==> src/rtl/coax_pkg.sv <==
// Shared types and constants for the coax TX scheduler.
// Latency: n/a (definitions only).
// Backpressure: n/a. Defining COAX_TX_PARITY_EN adds an even-parity cell to every word.
package coax_pkg;

  typedef enum logic [2:0] {IDLE, START, WORD, END, GAP} state_t;

  localparam int END_CELLS = 2;
  localparam int DATA_W    = 10;

`ifdef COAX_TX_PARITY_EN
  localparam int W = 12;
`else
  localparam int W = 11;
`endif

  // Wide enough for the longest phase measured in cells (a word).
  localparam int CELL_W = $clog2(W + 1);

  // Cell bits of one word, first-transmitted bit in the MSB.
  function automatic logic [W-1:0] word_cells(input logic [DATA_W-1:0] d);
`ifdef COAX_TX_PARITY_EN
    return {1'b1, d, ^d};
`else
    return {1'b1, d};
`endif
  endfunction

endpackage

==> src/rtl/coax_tx_cell_timer.sv <==
// Bit-cell timer: clock-in-cell and cell-in-phase counters with half/cell/phase strobes.
// Latency: strobes are combinational from the counters; restart zeroes them on the next clock.
// Backpressure: none; counts every clock while restart is low.
module coax_tx_cell_timer
  import coax_pkg::*;
#(
  parameter int CLOCKS_PER_BIT = 8
) (
  input  logic              clk,
  input  logic              reset_n,
  input  logic              restart,
  input  logic [CELL_W-1:0] phase_cells,
  output logic              half_stb,
  output logic              cell_end,
  output logic              phase_end
);

  localparam int CW = $clog2(CLOCKS_PER_BIT);
  localparam logic [CW-1:0] HALF_LAST = CW'(CLOCKS_PER_BIT / 2 - 1);
  localparam logic [CW-1:0] CELL_LAST = CW'(CLOCKS_PER_BIT - 1);

  logic [CW-1:0]     clk_cnt;
  logic [CELL_W-1:0] cell_cnt;

  // half_stb marks the last clock of the first half-cell.
  assign half_stb  = (clk_cnt == HALF_LAST);
  assign cell_end  = (clk_cnt == CELL_LAST);
  assign phase_end = cell_end && (cell_cnt == phase_cells - CELL_W'(1));

  // Step through clocks of a cell, then cells of a phase, wrapping at phase end.
  always_ff @(posedge clk or negedge reset_n) begin
    if (!reset_n) begin
      clk_cnt  <= '0;
      cell_cnt <= '0;
    end else if (restart) begin
      clk_cnt  <= '0;
      cell_cnt <= '0;
    end else if (cell_end) begin
      clk_cnt  <= '0;
      cell_cnt <= phase_end ? '0 : cell_cnt + CELL_W'(1);
    end else begin
      clk_cnt  <= clk_cnt + CW'(1);
    end
  end

endmodule

==> src/rtl/coax_tx_scheduler.sv <==
// Per-frame arbiter and Manchester framer sharing the coax TX between two word sources.
// Latency: valid sampled in IDLE -> grant/busy/active next clock; all outputs except reqN_ready registered.
// Backpressure: reqN_ready pulses only on load cycles; missing valid there truncates the frame (underrun).
// Build option: COAX_TX_PARITY_EN appends an even-parity cell to each word.
module coax_tx_scheduler
  import coax_pkg::*;
#(
  parameter int CLOCKS_PER_BIT = 8,
  parameter int START_CELLS    = 2,
  parameter int GAP_CLOCKS     = 16
) (
  input  logic       clk,
  input  logic       reset_n,
  input  logic [9:0] req0_data,
  input  logic       req0_valid,
  input  logic       req0_last,
  output logic       req0_ready,
  input  logic [9:0] req1_data,
  input  logic       req1_valid,
  input  logic       req1_last,
  output logic       req1_ready,
  output logic       active,
  output logic       tx,
  output logic [1:0] grant,
  output logic       busy,
  output logic       underrun
);

  localparam int GW = $clog2(GAP_CLOCKS + 1);
  localparam logic [GW-1:0] GAP_LAST = GW'(GAP_CLOCKS - 1);

  state_t            state, state_d;
  logic              tx_d;
  logic [1:0]        grant_d;
  logic              rr_last1;      // requester 1 owned the previous frame
  logic [W-1:0]      sh_q;          // current word's cells, MSB on the line
  logic              last_q;
  logic [GW-1:0]     gap_cnt;
  logic [CELL_W-1:0] phase_cells;
  logic              half_stb, cell_end, phase_end;
  logic              load_cyc, take, pick1;
  logic              sel_valid, sel_last;
  logic [9:0]        sel_data;

  coax_tx_cell_timer #(.CLOCKS_PER_BIT(CLOCKS_PER_BIT)) u_timer (
    .clk        (clk),
    .reset_n    (reset_n),
    .restart    ((state == IDLE) || (state == GAP)),
    .phase_cells(phase_cells),
    .half_stb   (half_stb),
    .cell_end   (cell_end),
    .phase_end  (phase_end)
  );

  // Cell count of the phase currently being timed.
  always_comb begin
    phase_cells = CELL_W'(END_CELLS);
    if (state == START)     phase_cells = CELL_W'(START_CELLS);
    else if (state == WORD) phase_cells = CELL_W'(W);
  end

  // A load cycle closes START or a non-final word; ready depends only on state/counters.
  assign load_cyc   = phase_end && ((state == START) || ((state == WORD) && !last_q));
  assign req0_ready = load_cyc && grant[0];
  assign req1_ready = load_cyc && grant[1];
  assign sel_valid  = grant[1] ? req1_valid : req0_valid;
  assign sel_last   = grant[1] ? req1_last  : req0_last;
  assign sel_data   = grant[1] ? req1_data  : req0_data;
  assign take       = load_cyc && sel_valid;
  assign pick1      = req1_valid && (!req0_valid || !rr_last1);

  // Next state plus the line level for the next clock, so tx can be a plain flop.
  always_comb begin
    state_d = state;
    tx_d    = tx;
    grant_d = grant;
    case (state)
      IDLE: begin
        tx_d = 1'b0;
        if (req0_valid || req1_valid) begin
          state_d = START;
          grant_d = pick1 ? 2'b10 : 2'b01;
        end
      end
      START, WORD: begin
        if (phase_end) begin
          // Sync cell opens low; END is flat high.
          state_d = take ? WORD : END;
          tx_d    = !take;
        end else if (cell_end) begin
          tx_d = (state == WORD) ? !sh_q[W-2] : 1'b0;
        end else if (half_stb) begin
          tx_d = (state == WORD) ? sh_q[W-1] : 1'b1;
        end
      end
      END: begin
        tx_d = 1'b1;
        if (phase_end) begin
          state_d = GAP;
          tx_d    = 1'b0;
          grant_d = 2'b00;
        end
      end
      GAP: begin
        tx_d = 1'b0;
        if (gap_cnt == GAP_LAST) state_d = IDLE;
      end
      default: state_d = IDLE;
    endcase
  end

  // State, registered outputs, round-robin pointer, gap counter and word shifter.
  always_ff @(posedge clk or negedge reset_n) begin
    if (!reset_n) begin
      state    <= IDLE;
      tx       <= 1'b0;
      active   <= 1'b0;
      grant    <= 2'b00;
      busy     <= 1'b0;
      underrun <= 1'b0;
      rr_last1 <= 1'b1;
      sh_q     <= '0;
      last_q   <= 1'b0;
      gap_cnt  <= '0;
    end else begin
      state    <= state_d;
      tx       <= tx_d;
      grant    <= grant_d;
      active   <= (state_d == START) || (state_d == WORD) || (state_d == END);
      busy     <= (state_d != IDLE);
      underrun <= load_cyc && !sel_valid;
      if ((state == END) && phase_end) rr_last1 <= grant[1];
      gap_cnt  <= (state == GAP) ? gap_cnt + GW'(1) : '0;
      if (take) begin
        sh_q   <= word_cells(sel_data);
        last_q <= sel_last;
      end else if ((state == WORD) && cell_end) begin
        sh_q   <= sh_q << 1;
      end
    end
  end

endmodule

==> config.mk <==
export PLATFORM = sky130hd
export DESIGN_NAME = coax_tx_scheduler
export DESIGN_NICKNAME = d
export VERILOG_FILES = /design/src/rtl/coax_pkg.sv /design/src/rtl/coax_tx_cell_timer.sv /design/src/rtl/coax_tx_scheduler.sv
export SDC_FILE = /design/constraint.sdc
export NUM_CORES = 1
export LEC_CHECK = 0
export BUFFER_PORTS_ARGS = -buffer_cell sky130_fd_sc_hd__buf_2
export CAP_MARGIN = 0
export CELL_PAD_IN_SITES_DETAIL_PLACEMENT = 0
export CELL_PAD_IN_SITES_GLOBAL_PLACEMENT = 1
export CORE_MARGIN = 3
export CORE_UTILIZATION = 38
export DETAILED_ROUTE_END_ITERATION = 10
export MAX_ROUTING_LAYER = met4
export PLACE_DENSITY_LB_ADDON = 0.05
export SETUP_SLACK_MARGIN = 0.3
export SYNTH_ARGS = -nofsm -noshare
export SYNTH_HDL_FRONTEND = slang
export SYNTH_SLANG_ARGS = --single-unit
==> constraint.sdc <==
create_clock -name clk -period 1.9 [get_ports clk]
set_input_delay 0.095 -clock clk [delete_from_list [all_inputs] [get_ports clk]]
set_output_delay 0.095 -clock clk [all_outputs]
set_load 0.02 [all_outputs]
-- Word level (Yosys, flattened, before mapping)
Index checks and enable logic that the tools add are counted.
W data, S select, Z words.
- add/subtract/negate cells: 4
- multiply operators: 0
- divide/modulo/power cells: 0
- magnitude comparators: 0
- eq/ne operators: 14
- shift-type cells: 0
- mux-type cells: 30
- bitwise gates (word level): 0
- reduce and logical (&&, ||, !) cells: 32
- operators with widths (kind ; count):
    $mux W11 ; 2
    $mux W4 ; 5
    $mux W3 ; 6
    $eq A3 B2 Y1 const B ; 5
    $pmux W3 S4 ; 1
    $logic_and A1 B1 Y1 ; 10
    $mux W10 ; 1
    $mux W1 ; 9
    $eq A3 B1 Y1 const B ; 2
    $eq A3 B3 Y1 const B ; 2
    $logic_not A1 Y1 ; 6
    $logic_or A1 B1 Y1 ; 6
    $mux W2 ; 3
    $reduce_bool A2 Y1 ; 3
    $reduce_bool A3 Y1 ; 2
    $add A5 B1 Y5 const B ; 1
    $eq A5 B4 Y1 const B ; 1
    $mux W5 ; 1
    $add A4 B1 Y4 const B ; 1
    $eq A4 B4 Y1 ; 1
    $ne A4 B4 Y1 const B ; 1
    $pmux W2 S2 ; 1
    $reduce_or A2 Y1 ; 2
    $sub A4 B1 Y4 const B ; 1
    other kinds (7) ; 7
- bits in registers: 34
- latch bits: 0
- bits in writable memories: 0
- ROM bits: 0
- input bits: 26
- output and inout bits: 8
- word-level logic and storage cells: 92
- memories kept: 0

-- Longest topological paths before layout
Gate-level depths: netlist of run 1.
- depth after elaboration: 14
- gate-level depth with buffers: 7
- depth with buffers taken out: 7

-- By module
Synthesis of run 1 repeated with hierarchy kept, for this count alone.
- cells, all modules: 182
- area total of the unflattened synthesis: 1930.6 um2
- modules (own cells, without submodules) (module ; instances ; cells each ; area each (um2) ; seq. area each (um2)):
    coax_tx_scheduler ; 1 ; 141 ; 1506.4 ; 676.9
    coax_tx_cell_timer ; 1 ; 41 ; 424.2 ; 175.2

-- Worst setup path after synthesis of run 1
OpenSTA, ideal clock, no wires.
- path kind: reg2reg
- from: register state[0]
- to: register tx
- data arrival time: 1.851 ns
- data required time: 1.804 ns
- setup slack: -0.047 ns
- stages on the path, launching flop included: 7
- buffers on the path: 1
- clock period less this slack: 1.947 ns
- path through: dfrtp_1 buf_2 nor3b_2 mux2i_4 nand2_4 or3_1 a311oi_2
- longest elaborated chain between the ends: 11
- elaborated cells between the ends (all ways): 27
- those cells by class: add/sub: 1; eq/ne: 6; mux: 9; reduce/logical: 11
- RTL lines (element ; RTL line ; text):
    start, declared ; coax_tx_scheduler.sv:32 ; state_t state, state_d;
    start signal, assigned ; coax_tx_scheduler.sv:126 ; state <= state_d;
    $eq A3 B2 Y1 ; -- ;
    $mux W4 ; coax_tx_scheduler.sv:59 ; else if (state == WORD) phase_cells = CELL_W'(W);
    $mux W4 ; coax_tx_scheduler.sv:58 ; if (state == START) phase_cells = CELL_W'(START_CELLS);
    $sub A4 B1 Y4 ; coax_tx_cell_timer.sv:28 ; assign phase_end = cell_end && (cell_cnt == phase_cells - CELL_W'(1));
    $eq A4 B4 Y1 ; coax_tx_cell_timer.sv:28 ;
    $logic_and A1 B1 Y1 ; coax_tx_cell_timer.sv:28 ;
    $logic_and A1 B1 Y1 ; coax_tx_scheduler.sv:63 ; assign load_cyc = phase_end && ((state == START) || ((state == WORD) && !last_q));
    $logic_and A1 B1 Y1 ; coax_tx_scheduler.sv:69 ; assign take = load_cyc && sel_valid;
    $logic_not A1 Y1 ; coax_tx_scheduler.sv:89 ; tx_d = !take;
    $mux W1 ; coax_tx_scheduler.sv:86 ; if (phase_end) begin
    $pmux W1 S3 ; coax_tx_scheduler.sv:77 ; case (state)
    end signal, assigned ; coax_tx_scheduler.sv:127 ; tx <= tx_d;
    end, declared ; coax_tx_scheduler.sv:23 ; output logic tx,
Parallel ways exist; a longest one is shown, timed or not. The select of a mux whose other input is x is not followed.
A chain may end at the register's enable or synchronous reset.

-- Worst setup path after layout of run 1
- from: register state[0]
- to: register state[0]
- longest elaborated chain between the ends: 11
- elaborated cells between the ends (all ways): 21
- those cells by class: add/sub: 1; eq/ne: 5; mux: 8; reduce/logical: 7
- RTL lines (element ; RTL line ; text):
    $eq A3 B2 Y1 ; coax_tx_scheduler.sv:59, coax_tx_scheduler.sv:63, coax_tx_scheduler.sv:77 ;
    $mux W4 ; coax_tx_scheduler.sv:59 ;
    $mux W4 ; coax_tx_scheduler.sv:58 ;
    $sub A4 B1 Y4 ; coax_tx_cell_timer.sv:28 ;
    $eq A4 B4 Y1 ; coax_tx_cell_timer.sv:28 ;
    $logic_and A1 B1 Y1 ; coax_tx_cell_timer.sv:28 ;
    $logic_and A1 B1 Y1 ; coax_tx_scheduler.sv:63 ;
    $logic_and A1 B1 Y1 ; coax_tx_scheduler.sv:69 ;
    $mux W1 ; coax_tx_scheduler.sv:88 ; state_d = take ? WORD : END;
    $mux W3 ; coax_tx_scheduler.sv:86 ;
    $pmux W3 S4 (*) ; coax_tx_scheduler.sv:77 ;
    named net state_d[0] ; coax_tx_scheduler.sv:32 ;
Mark *: on every way through the listed nets, which the timed path passes. The rest lies on a longest branch.

==> results of run 1 <==
-- flip-flops by register name, indices dropped and copies added (netlist names) --
register	flops
state	3
tx	1
u_timer.clk_cnt	3
underrun	1
u_timer.cell_cnt	4
grant	2
busy	1
last_q	1
gap_cnt	5
active	1
rr_last1	1
sh_q	11
-- metal layers --
metal / GRT usage (%) / up-vias
met3: 3.96 / 7
met2: 26.8 / 29
met5: - / -
li1: - / 757
met4: 5.44 / 0
met1: 18.7 / 746
-- cell usage after synthesis, types with 3 or more instances --
| cell type | number |
|---|---|
| sky130_fd_sc_hd__nor2_1 | 12 |
| sky130_fd_sc_hd__inv_1 | 4 |
| sky130_fd_sc_hd__o22ai_1 | 3 |
| sky130_fd_sc_hd__nand3_1 | 4 |
| sky130_fd_sc_hd__mux2i_1 | 12 |
| sky130_fd_sc_hd__nand2_1 | 12 |
| sky130_fd_sc_hd__nand3b_1 | 3 |
| sky130_fd_sc_hd__dfrtp_1 | 33 |
| sky130_fd_sc_hd__a211oi_1 | 9 |
| sky130_fd_sc_hd__nor3_1 | 3 |
| sky130_fd_sc_hd__nor2b_1 | 10 |
| sky130_fd_sc_hd__buf_2 | 5 |
| sky130_fd_sc_hd__ha_1 | 6 |
| sky130_fd_sc_hd__nand2b_1 | 3 |
| sky130_fd_sc_hd__a21oi_1 | 15 |
| sky130_fd_sc_hd__and3_1 | 4 |
| sky130_fd_sc_hd__o21ai_0 | 7 |
| sky130_fd_sc_hd__clkbuf_1 | 4 |
-- cells by family (layout without fill, tap and decap cells) --
family | count (synthesis) | after routing | synth area share, %
simple gates | 67 | 67 | 20.9
compound gates | 42 | 42 | 14.5
xor+xnor | 3 | 3 | 1.43
flops | 34 | 34 | 46.4
buf+inv | 15 | 69 | 3.61
fa+ha+maj | 6 | 6 | 4.09
mux | 15 | 15 | 9.00
-- power breakdown --
group	switching [mW]	total, mW	internal, mW
logic	0.577	1.11	0.532
registers	0.105	1.02	0.911
clock network	0.252	0.618	0.366
-- final cells by class --
class | count | share of cell area [%]
multi-input combinational | 133 | 40.2
sequential | 34 | 35.3
timing repair buffer | 57 | 16.7
clock buffer | 8 | 4.55
tap | 52 | 2.69
inverter | 4 | 0.621
-- through the flow --
stage | worst slack [ps] | setup TNS, ps | instances | util (%)
6_report | 32.6 | 0 | 288 | 53.7
5_1_grt | -58.9 | -402 | 288 | 53.7
4_1_cts | -43.5 | -126 | 286 | 52.6
3_5_place_dp | 20.6 | 0 | 270 | 47.6
3_3_place_gp | 53.0 | 0 | 270 | 47.6
2_1_floorplan | 78.1 | 0 | 182 | -
-- worst paths after layout --
check / from / end / slack (ps) / cells after the start
worst max-delay path: state[0] / state[0] / 30 / 6
worst min-delay path: req0_last / last_q / 90 / 3
worst max register to register: state[0] / state[0] / 30 / 6
worst min register to register: u_timer.clk_cnt[0] / u_timer.clk_cnt[0] / 440 / 1
max in group asynchronous: reset_n / state[0] / 940 / 2
min in group asynchronous: reset_n / sh_q[2] / 420 / 2
-- repair_timing --
| item | in CTS | in global routing |
|---|---|---|
| buffers inserted | 6 | 2 |
| resized for setup | 17 | 12 |
| hold buffers | 1 | 0 |
| hold endpoints to repair | 33 | 0 |
| setup endpoints to repair | 24 | 27 |
| cloned | 1 | 0 |
| pin swaps | 4 | 8 |
-- worst max-delay path, delay by kind of cell (launching register included) --
family                 cells  cell delay (ps)
AND/OR/NAND/NOR            2              490
flip-flops                 1              440
AO/OA/AOI/OAI              2              340
multiplexers               1              320
buffers and inverters      1              150
==> results by group, run 1 <==
Status
  – Run status: complete, no violations

Timing
  – Setup violation total in the final timing report: 0
  – Layout Skew: 5.39 ps
  – Total count of max-transition violations in the final report: 0
  – Measured slew at the worst slew-check pin: 775 ps
  – Fmax: 535 MHz
  – Final critical delay including setup and external delays: 1870 ps
  – Final number of hold-violating endpoints: 0
  – Fin Hold WS: 94.1 ps
  – Fraction of the cycle the final worst path needs: 98.3%
  – Worst relative slew slack: 48.3%
  – Unrepaired setup endpoints after global routing: yes

Drt
  – Number of remaining DRC errors: 0
  – Highest Signal Layer: met4
  – Met3 routed WL: 169 µm
  – Ratio of routed vias to standard cells: 5.34
  – Post-Route M1 WL: 1850 µm
  – Total wire length: 4100 µm
  – Antenna-violating nets left: 0
  – Wire per inst: 14.2 µm
  – First-pass iteration count of the detailed router: 4
  – Length of routed met2 wiring: 2030 µm
  – Vias: 1539
  – Violation count after the first detailed-route iteration: 60

Critical path
  – CP Max Fanout: 5
  – Data arrival time of the critical path: 2030 ps
  – Cell at the slowest stage of the critical path: sky130_fd_sc_hd__dfrtp_2
  – Critical Path Max Stage Delay: 440 ps
  – Worst Setup Start Kind: flop
  – Series of cell instances along the critical path: nor3b_4 -> mux2i_4 -> buf_4 -> and4_4 -> o21ai_0 -> o21a_1
  – Endpoint kind of the worst setup timing path: flop
  – Critical path required time: 2060 ps
  – Path type of the worst setup path: reg2reg

Finish
  – Area grow syn2layout: 31.7%
  – FILL cells: 412
  – Most common cell after layout, fill and taps aside: sky130_fd_sc_hd__dfrtp_1
  – Fraction of layout cells with a size suffix above 1: 34.7%
  – Number of nets at the end of the flow: 267
  – Design area: 2420 µm²
  – Footprint of the multi-input gates: 971 µm²
  – Area taken by flip-flops and latches: 853 µm²
  – Count of antenna diodes in the layout: 0
  – Top library cells by usage in the layout, fill and taps aside: sky130_fd_sc_hd__dfrtp_1, sky130_fd_sc_hd__buf_2, sky130_fd_sc_hd__a21oi_1, sky130_fd_sc_hd__buf_4

Yosys
  – Synthesized flop and latch total: 34
  – YS warnings: 0
  – Number of enable-type register cells in the synthesized netlist: 0
  – Number of distinct library cells after synthesis: 46
  – Synthesized area per cell: 10.1 µm²
  – Top FF cell, synth: sky130_fd_sc_hd__dfrtp_1
  – Asr flop ratio synth: 100%
  – Sequential element share of the synthesized area: 46.4%
  – Number of standard cells after synthesis: 182
  – Post-synth top area share: 45.0%
  – Netlist area before placement: 1840 µm²
  – Post-synthesis net count: 214
  – Cell types with the largest area share after synthesis: sky130_fd_sc_hd__dfrtp_1, sky130_fd_sc_hd__mux2i_1, sky130_fd_sc_hd__a21oi_1
  – Leading area contributor after synthesis: sky130_fd_sc_hd__dfrtp_1

Die
  – Chip height: 75.5 µm
  – Die ar.: 5700 µm²
  – Initial Util: 40.7%
  – Top-Level Pins: 34
  – Row cnt: 24
  – Die W: 75.5 µm
  – Area of the core region: 4500 µm²

Pwr
  – Total power divided by cell area: 1130 nW/µm²
  – Overall power after layout: 2.74 mW
  – Leakage dissipation: 1.12 nW
  – Worst-case vdd ir drop: 0.491 mV

Global route
  – First-pass GRT wire length: 6640 µm
  – GRT Total Usage: 16.0%
  – Initial antenna violation count: 0
  – Largest net degree at the start of global routing: 35
  – Aggregate global routing overflow: 0
  – Vias in the first global route: 1463

Clock network
  – H-tree lvl count: 2
  – Buffer depth of the longest clock path: 2
  – Clock input transition at the sequential cells of the worst setup and hold paths: 70 ps
  – Worst skew pair latency: 280 ps
  – Clk Tree Root Cell: sky130_fd_sc_hd__clkbuf_8
  – Clock tree from TritonCTS: yes
  – Total clock sinks: 34
  – Number of clock buffers inserted by TritonCTS: 5

Placed design
  – GP Congestion: 0.794
  – Count of input and output buffers: 33
  – Placed wire-length estimate: 2810 µm
  – Area of placed instances: 2140 µm²

Min path
  – Class of the tightest hold or removal check: in2reg

Job
  – Number of max-cap violations: 0
Note: power is estimated with default switching activity, not from simulation.
==> run 2: changes to the inputs <==
--- a/config.mk
+++ b/config.mk
@@ -9,6 +9,7 @@
 export CAP_MARGIN = 0
 export CELL_PAD_IN_SITES_DETAIL_PLACEMENT = 0
 export CELL_PAD_IN_SITES_GLOBAL_PLACEMENT = 1
+export CORE_ASPECT_RATIO = 0.5
 export CORE_MARGIN = 3
 export CORE_UTILIZATION = 38
 export DETAILED_ROUTE_END_ITERATION = 10
==> run 2 against run 1 <==
Maximum frequency increased by 0.58%. Sequential share of layout area decreased by 1.6 points. Via count decreased by 2.1%. Worst setup slack improved by 11 ps. Global-route usage decreased by 0.43 points. Non-clock buffer count increased by 3. Critical endpoint is now rr_last1.
==> results by group, run 2 (synthesized netlist as in run 1, its figures left out) <==
Timing
  – Final number of hold-violating endpoints: 0 (unchanged)
  – Worst relative slew slack: 48.8% (was 48.3%)
  – Layout Skew: 5.94 ps (was 5.39 ps)
  – Total count of max-transition violations in the final report: 0 (unchanged)
  – Fmax: 539 MHz (was 535 MHz)
  – Final critical delay including setup and external delays: 1860 ps (was 1870 ps)
  – Measured slew at the worst slew-check pin: 768 ps (was 775 ps)
  – Final critical-path setup slack: 43.3 ps (was 32.6 ps)
  – Total negative setup slack: 0 ps (unchanged)
  – Unrepaired setup endpoints after global routing: yes (unchanged)
  – Setup violation total in the final timing report: 0 (unchanged)
  – Fraction of the cycle the final worst path needs: 97.7% (was 98.3%)

Critical path
  – CP Launch Point: state[0] (unchanged)
  – Path type of the worst setup path: reg2reg (unchanged)
  – Endpoint kind of the worst setup timing path: flop (unchanged)
  – Critical path required time: 2110 ps (was 2060 ps)
  – CP Max Fanout: 5 (unchanged)
  – Data arrival time of the critical path: 2070 ps (was 2030 ps)
  – Worst Setup Start Kind: flop (unchanged)
  – Critical R2R Launch: state[0] (unchanged)

Finish
  – Most common cell after layout, fill and taps aside: sky130_fd_sc_hd__dfrtp_1 (unchanged)
  – Largest register FFs: 11 (unchanged)
  – Area taken by flip-flops and latches: 852 µm² (was 853 µm²)
  – Design area: 2530 µm² (was 2420 µm²)
  – Registers with the most flip-flops: sh_q (11), gap_cnt (5), u_timer.cell_cnt (4) (unchanged)
  – FILL cells: 421 (was 412)
  – Fraction of layout cells with a size suffix above 1: 41.0% (was 34.7%)
  – Number of nets at the end of the flow: 270 (was 267)
  – Largest Register: sh_q (unchanged)
  – Count of antenna diodes in the layout: 0 (unchanged)
  – Footprint of the multi-input gates: 1070 µm² (was 971 µm²)
  – Top library cells by usage in the layout, fill and taps aside: sky130_fd_sc_hd__dfrtp_1, sky130_fd_sc_hd__buf_2, sky130_fd_sc_hd__buf_4, sky130_fd_sc_hd__a21oi_1, sky130_fd_sc_hd__mux2i_1 (was sky130_fd_sc_hd__dfrtp_1, sky130_fd_sc_hd__buf_2, sky130_fd_sc_hd__a21oi_1, sky130_fd_sc_hd__buf_4)
  – Layout Cells excl Fill: 305 (was 288)
  – Area grow syn2layout: 37.8% (was 31.7%)
  – Final core area utilization: 55.8% (was 53.7%)

Global route
  – Vias in the first global route: 1361 (was 1463)
  – Met3 routing resource usage after global routing: 4.75% (was 3.96%)
  – Met1 Usage GRT: 21.0% (was 18.7%)
  – Aggregate global routing overflow: 0 (unchanged)
  – First-pass GRT wire length: 6690 µm (was 6640 µm)
  – Initial antenna violation count: 0 (unchanged)
  – Largest net degree at the start of global routing: 35 (unchanged)
  – GRT Total Usage: 15.6% (was 16.0%)
  – GRT Max-Usage Layer: met2 (unchanged)
  – GRT met2 Usage: 23.0% (was 26.8%)

Job
  – Number of max-cap violations: 0 (unchanged)

Die
  – Top-Level Pins: 34 (unchanged)
  – Die ar.: 5750 µm² (was 5700 µm²)
  – Row cnt: 17 (was 24)
  – Initial Util: 40.5% (was 40.7%)
  – Area of the core region: 4530 µm² (was 4500 µm²)
  – Chip height: 55.1 µm (was 75.5 µm)
  – Die W: 104 µm (was 75.5 µm)

Clock network
  – Clock tree from TritonCTS: yes (unchanged)
  – Worst skew pair latency: 280 ps (about the same)
  – Total clock sinks: 34 (unchanged)
  – Clk Tree Root Cell: sky130_fd_sc_hd__clkbuf_8 (unchanged)
  – H-tree lvl count: 2 (unchanged)
  – Buffer depth of the longest clock path: 2 (unchanged)
  – Clock input transition at the sequential cells of the worst setup and hold paths: 70 ps (about the same)
  – Number of clock buffers inserted by TritonCTS: 5 (unchanged)

Min path
  – Class of the tightest hold or removal check: in2reg (unchanged)
  – Startpoint of the lowest-slack hold path: req0_data[0] (was req0_last)

Drt
  – Number of remaining DRC errors: 0 (unchanged)
  – Total wire length: 4240 µm (was 4100 µm)
  – Wire per inst: 13.9 µm (was 14.2 µm)
  – First-pass iteration count of the detailed router: 4 (unchanged)
  – Violation count after the first detailed-route iteration: 117 (was 60)
  – Ratio of routed vias to standard cells: 4.94 (was 5.34)
  – Antenna-violating nets left: 0 (unchanged)
  – Vias: 1507 (was 1539)

Placed design
  – Placed wire-length estimate: 2820 µm (was 2810 µm)
  – Area of placed instances: 2190 µm² (was 2140 µm²)
  – GP Congestion: 0.811 (was 0.794)
  – Worst slack at placement: 86.6 ps (was 20.6 ps)
  – Number of placed instances, taps included: 286 (was 270)
  – Count of input and output buffers: 33 (unchanged)

Pwr
  – Leakage dissipation: 1.13 nW (was 1.12 nW)
  – Worst-case vdd ir drop: 0.448 mV (was 0.491 mV)
  – Total power divided by cell area: 1110 nW/µm² (was 1130 nW/µm²)

Status
  – Run status: complete, no violations (unchanged)
==> run 2: final timing paths <==
kind                            slack [ps]  cells after the start                  end
worst max-delay path                    40                      7             rr_last1
max in group asynchronous              990                      2  u_timer.cell_cnt[2]
worst max register to register          40                      7             rr_last1
worst min register to register         470                      1           gap_cnt[0]
worst min-delay path                    80                      3              sh_q[0]
min in group asynchronous              420                      2              sh_q[6]
==> run 2: area by class of cell <==
type                    count  share of cell area (%)
repair buffers             60                    16.6
clock inverters             1                   0.198
flip-flops and latches     34                    33.7
inverters                   4                   0.593
clock buffers               7                    3.41
multi-input cells         133                    42.3
well taps                  66                    3.26
==> run 2: where the power goes <==
part	switching [mW]	internal, mW
registers	0.137	0.909
logic	0.600	0.595
clock network	0.263	0.293
total	0.999	1.80
==> run 2: what timing repair did <==
item | 4_1_cts | 5_1_grt
pin swaps | 7 | 6
hold endpoints to repair | 33 | 0
endpoints found under the setup margin | 24 | 25
gates resized for setup | 20 | 21
hold buffers | 1 | 0
buffers inserted | 5 | 5
==> run 2: through the flow <==
| step | power, mW | hold WS [ps] |
|---|---|---|
| 2_1_floorplan | 1.75 | -201 |
| 3_3_place_gp | 2.04 | 221 |
| 3_5_place_dp | 2.05 | 226 |
| 4_1_cts | 2.69 | 79.7 |
| 5_1_grt | 3.02 | 88.6 |
| 6_report | 2.80 | 80.2 |
==> run 2: critical path: stages, from the launching register on <==
cell	delay, ps
sky130_fd_sc_hd__dfrtp_1	430
sky130_fd_sc_hd__nor3b_4	250
sky130_fd_sc_hd__mux2i_4	300
sky130_fd_sc_hd__buf_6	150
sky130_fd_sc_hd__nand2_8	50
sky130_fd_sc_hd__buf_4	130
sky130_fd_sc_hd__nor3_4	150
sky130_fd_sc_hd__mux2_4	320
==> run 2: layer usage <==
metal  wire, µm  vias to the layer above
met4          0                        0
met5          0                        -
met2       1780                       27
met3        180                        0
li1           -                      765
met1       2280                      715
==> run 3: changes to the inputs <==
==> constraint.sdc (replaced) <==
create_clock -name clk -period 1.9 [get_ports clk]
set_input_delay 0.38 -clock clk [delete_from_list [all_inputs] [get_ports clk]]
set_output_delay 0.38 -clock clk [all_outputs]
set_load 0.02 [all_outputs]
==> run 3 against run 2 <==
Clock-buffer cell count down 1. Die area unchanged. Sequential cell count unchanged. Utilization down 1.7 points. Clock power up 2%. Highest routed layer is now met4. Global-route usage up 0.23 points. Critical path type is now reg2out. Worst hold slack better by 31 ps. First-iteration DRC count down 27%. Worst setup slack worse by 270 ps. Non-clock buffer count down 3. The run now ends with setup timing left.
==> results by group, run 3 (synthesized netlist as in run 1, its figures left out) <==
Pwr
  – Leakage dissipation: 1.13 nW (about the same)
  – Worst-case vdd ir drop: 0.411 mV (was 0.448 mV)
  – Overall power after layout: 2.75 mW (was 2.80 mW)
  – Total power divided by cell area: 1120 nW/µm² (was 1110 nW/µm²)

Timing
  – Final critical delay including setup and external delays: 2130 ps (was 1860 ps)
  – Fin Hold WS: 111 ps (was 80.2 ps)
  – Final number of hold-violating endpoints: 0 (unchanged)
  – Total count of max-transition violations in the final report: 0 (unchanged)
  – Unrepaired setup endpoints after global routing: yes (unchanged)
  – Worst relative slew slack: 70.1% (was 48.8%)
  – Layout Skew: 6.16 ps (was 5.94 ps)
  – Total negative setup slack: -1430 ps (was 0 ps)
  – Fraction of the cycle the final worst path needs: 112% (was 97.7%)
  – Measured slew at the worst slew-check pin: 447 ps (was 768 ps)
  – Final critical-path setup slack: -231 ps (was 43.3 ps)
  – Fmax: 469 MHz (was 539 MHz)
  – Setup violation total in the final timing report: 13 (was 0)

Die
  – Top-Level Pins: 34 (unchanged)
  – Die ar.: 5750 µm² (unchanged)
  – Row cnt: 17 (unchanged)
  – Initial Util: 40.5% (unchanged)
  – Area of the core region: 4530 µm² (unchanged)
  – Die W: 104 µm (unchanged)
  – Chip height: 55.1 µm (unchanged)

Placed design
  – Worst slack at placement: -43.9 ps (was 86.6 ps)
  – Number of placed instances, taps included: 291 (was 286)
  – Count of input and output buffers: 33 (unchanged)
  – Area of placed instances: 2270 µm² (was 2190 µm²)
  – GP Congestion: 0.803 (was 0.811)
  – Placed wire-length estimate: 2910 µm (was 2820 µm)

Global route
  – Aggregate global routing overflow: 0 (unchanged)
  – First-pass GRT wire length: 6790 µm (was 6690 µm)
  – Largest net degree at the start of global routing: 35 (unchanged)
  – Initial antenna violation count: 0 (unchanged)
  – Vias in the first global route: 1413 (was 1361)
  – GRT Total Usage: 15.8% (was 15.6%)

Critical path
  – Reg2reg path depth: 9 (was 7)
  – Data arrival time of the critical path: 1750 ps (was 2070 ps)
  – CP Max Fanout: 3 (was 5)
  – Endpoint of the most critical register-to-register path: sh_q[5] (was rr_last1)
  – Endpoint kind of the worst setup timing path: primary output (was flop)
  – Critical path required time: 1520 ps (was 2110 ps)
  – Reg-to-reg slack, setup: -120 ps (was 40 ps)
  – Worst Setup Start Kind: flop (unchanged)
  – Path type of the worst setup path: reg2out (was reg2reg)
  – Critical R2R Launch: state[0] (unchanged)

Finish
  – Number of nets at the end of the flow: 267 (was 270)
  – Most common cell after layout, fill and taps aside: sky130_fd_sc_hd__dfrtp_1 (unchanged)
  – Count of antenna diodes in the layout: 0 (unchanged)
  – Registers with the most flip-flops: sh_q (11), gap_cnt (5), u_timer.cell_cnt (4) (unchanged)
  – Design area: 2450 µm² (was 2530 µm²)
  – Fraction of layout cells with a size suffix above 1: 39.8% (was 41.0%)
  – Layout Cells excl Fill: 302 (was 305)
  – Final core area utilization: 54.2% (was 55.8%)
  – Largest Register: sh_q (unchanged)
  – Area grow syn2layout: 33.7% (was 37.8%)
  – Largest register FFs: 11 (unchanged)
  – Top library cells by usage in the layout, fill and taps aside: sky130_fd_sc_hd__dfrtp_1, sky130_fd_sc_hd__buf_2, sky130_fd_sc_hd__buf_4 (was sky130_fd_sc_hd__dfrtp_1, sky130_fd_sc_hd__buf_2, sky130_fd_sc_hd__buf_4, sky130_fd_sc_hd__a21oi_1, sky130_fd_sc_hd__mux2i_1)

Drt
  – Antenna-violating nets left: 0 (unchanged)
  – Wire per inst: 13.3 µm (was 13.9 µm)
  – Violation count after the first detailed-route iteration: 85 (was 117)
  – Total wire length: 4010 µm (was 4240 µm)
  – Ratio of routed vias to standard cells: 4.89 (was 4.94)
  – First-pass iteration count of the detailed router: 4 (unchanged)
  – Vias: 1477 (was 1507)
  – Number of remaining DRC errors: 0 (unchanged)

Clock network
  – Clock tree from TritonCTS: yes (unchanged)
  – Clk Tree Root Cell: sky130_fd_sc_hd__clkbuf_8 (unchanged)
  – Clock input transition at the sequential cells of the worst setup and hold paths: 80 ps (was 70 ps)
  – H-tree lvl count: 2 (unchanged)
  – Total clock sinks: 34 (unchanged)
  – Worst skew pair latency: 290 ps (was 280 ps)
  – Buffer depth of the longest clock path: 2 (unchanged)
  – Number of clock buffers inserted by TritonCTS: 5 (unchanged)

Status
  – Run status: finished, violations left (was complete, no violations)
  – Violated checks: setup timing

Min path
  – Class of the tightest hold or removal check: in2async (was in2reg)

Job
  – Number of max-cap violations: 0 (unchanged)
==> run 3: changes by cell type in the layout (fill, tap and decap cells not counted), sizes merged <==
cell         change
buf              -2
clkbuf           -1
clkinvlp         +1
dlygate4sd3      -1
==> run 3: repair_timing <==
item,in CTS,in global routing
pin swaps,3,4
setup endpoints to repair,24,28
hold buffers,0,0
resized for setup,8,14
buffers inserted,2,1
==> run 3: area by class of cell <==
type,count,area (µm²)
clock buffers,6,82.6
clock inverters,2,12.5
fillers,409,2080
inverters,4,15.0
multi-input cells,133,1030
flip-flops and latches,34,852
well taps,66,82.6
repair buffers,57,382
==> run 3: layer usage <==
layer	track usage [%]	vias to the layer above	share of wire [%]
met5	-	-	0
met4	4.64	0	0.50
met3	5.10	2	4.4
met2	24.1	24	44
met1	20.4	696	51
li1	-	755	-
==> run 3: where the power goes <==
part	switching (mW)	internal, mW	leakage [nW]	total, mW
sequential	0.109	0.909	0.439	1.02
combinational	0.591	0.579	0.639	1.17
clock	0.273	0.291	0.0472	0.565
total	0.973	1.78	1.13	2.75
==> run 3: critical path, stage by stage, from the launching register on <==
cell and delay [ps]:
sky130_fd_sc_hd__dfrtp_1 420, sky130_fd_sc_hd__nor3b_4 300, sky130_fd_sc_hd__mux2i_4 290, sky130_fd_sc_hd__and2_4 180, sky130_fd_sc_hd__and3_4 170, sky130_fd_sc_hd__buf_6 110
==> run 3: worst max-delay path by stage <==
stage | startpoint | endpoint | cells after the start
final | state[0] | req0_ready | 5
after global routing | state[1] | req1_ready | 5
after CTS | state[0] | req0_ready | 5
after detailed placement | state[2] | state[0] | 6
after global placement | state[2] | req1_ready | 5
after floorplan | state[0] | tx | 6
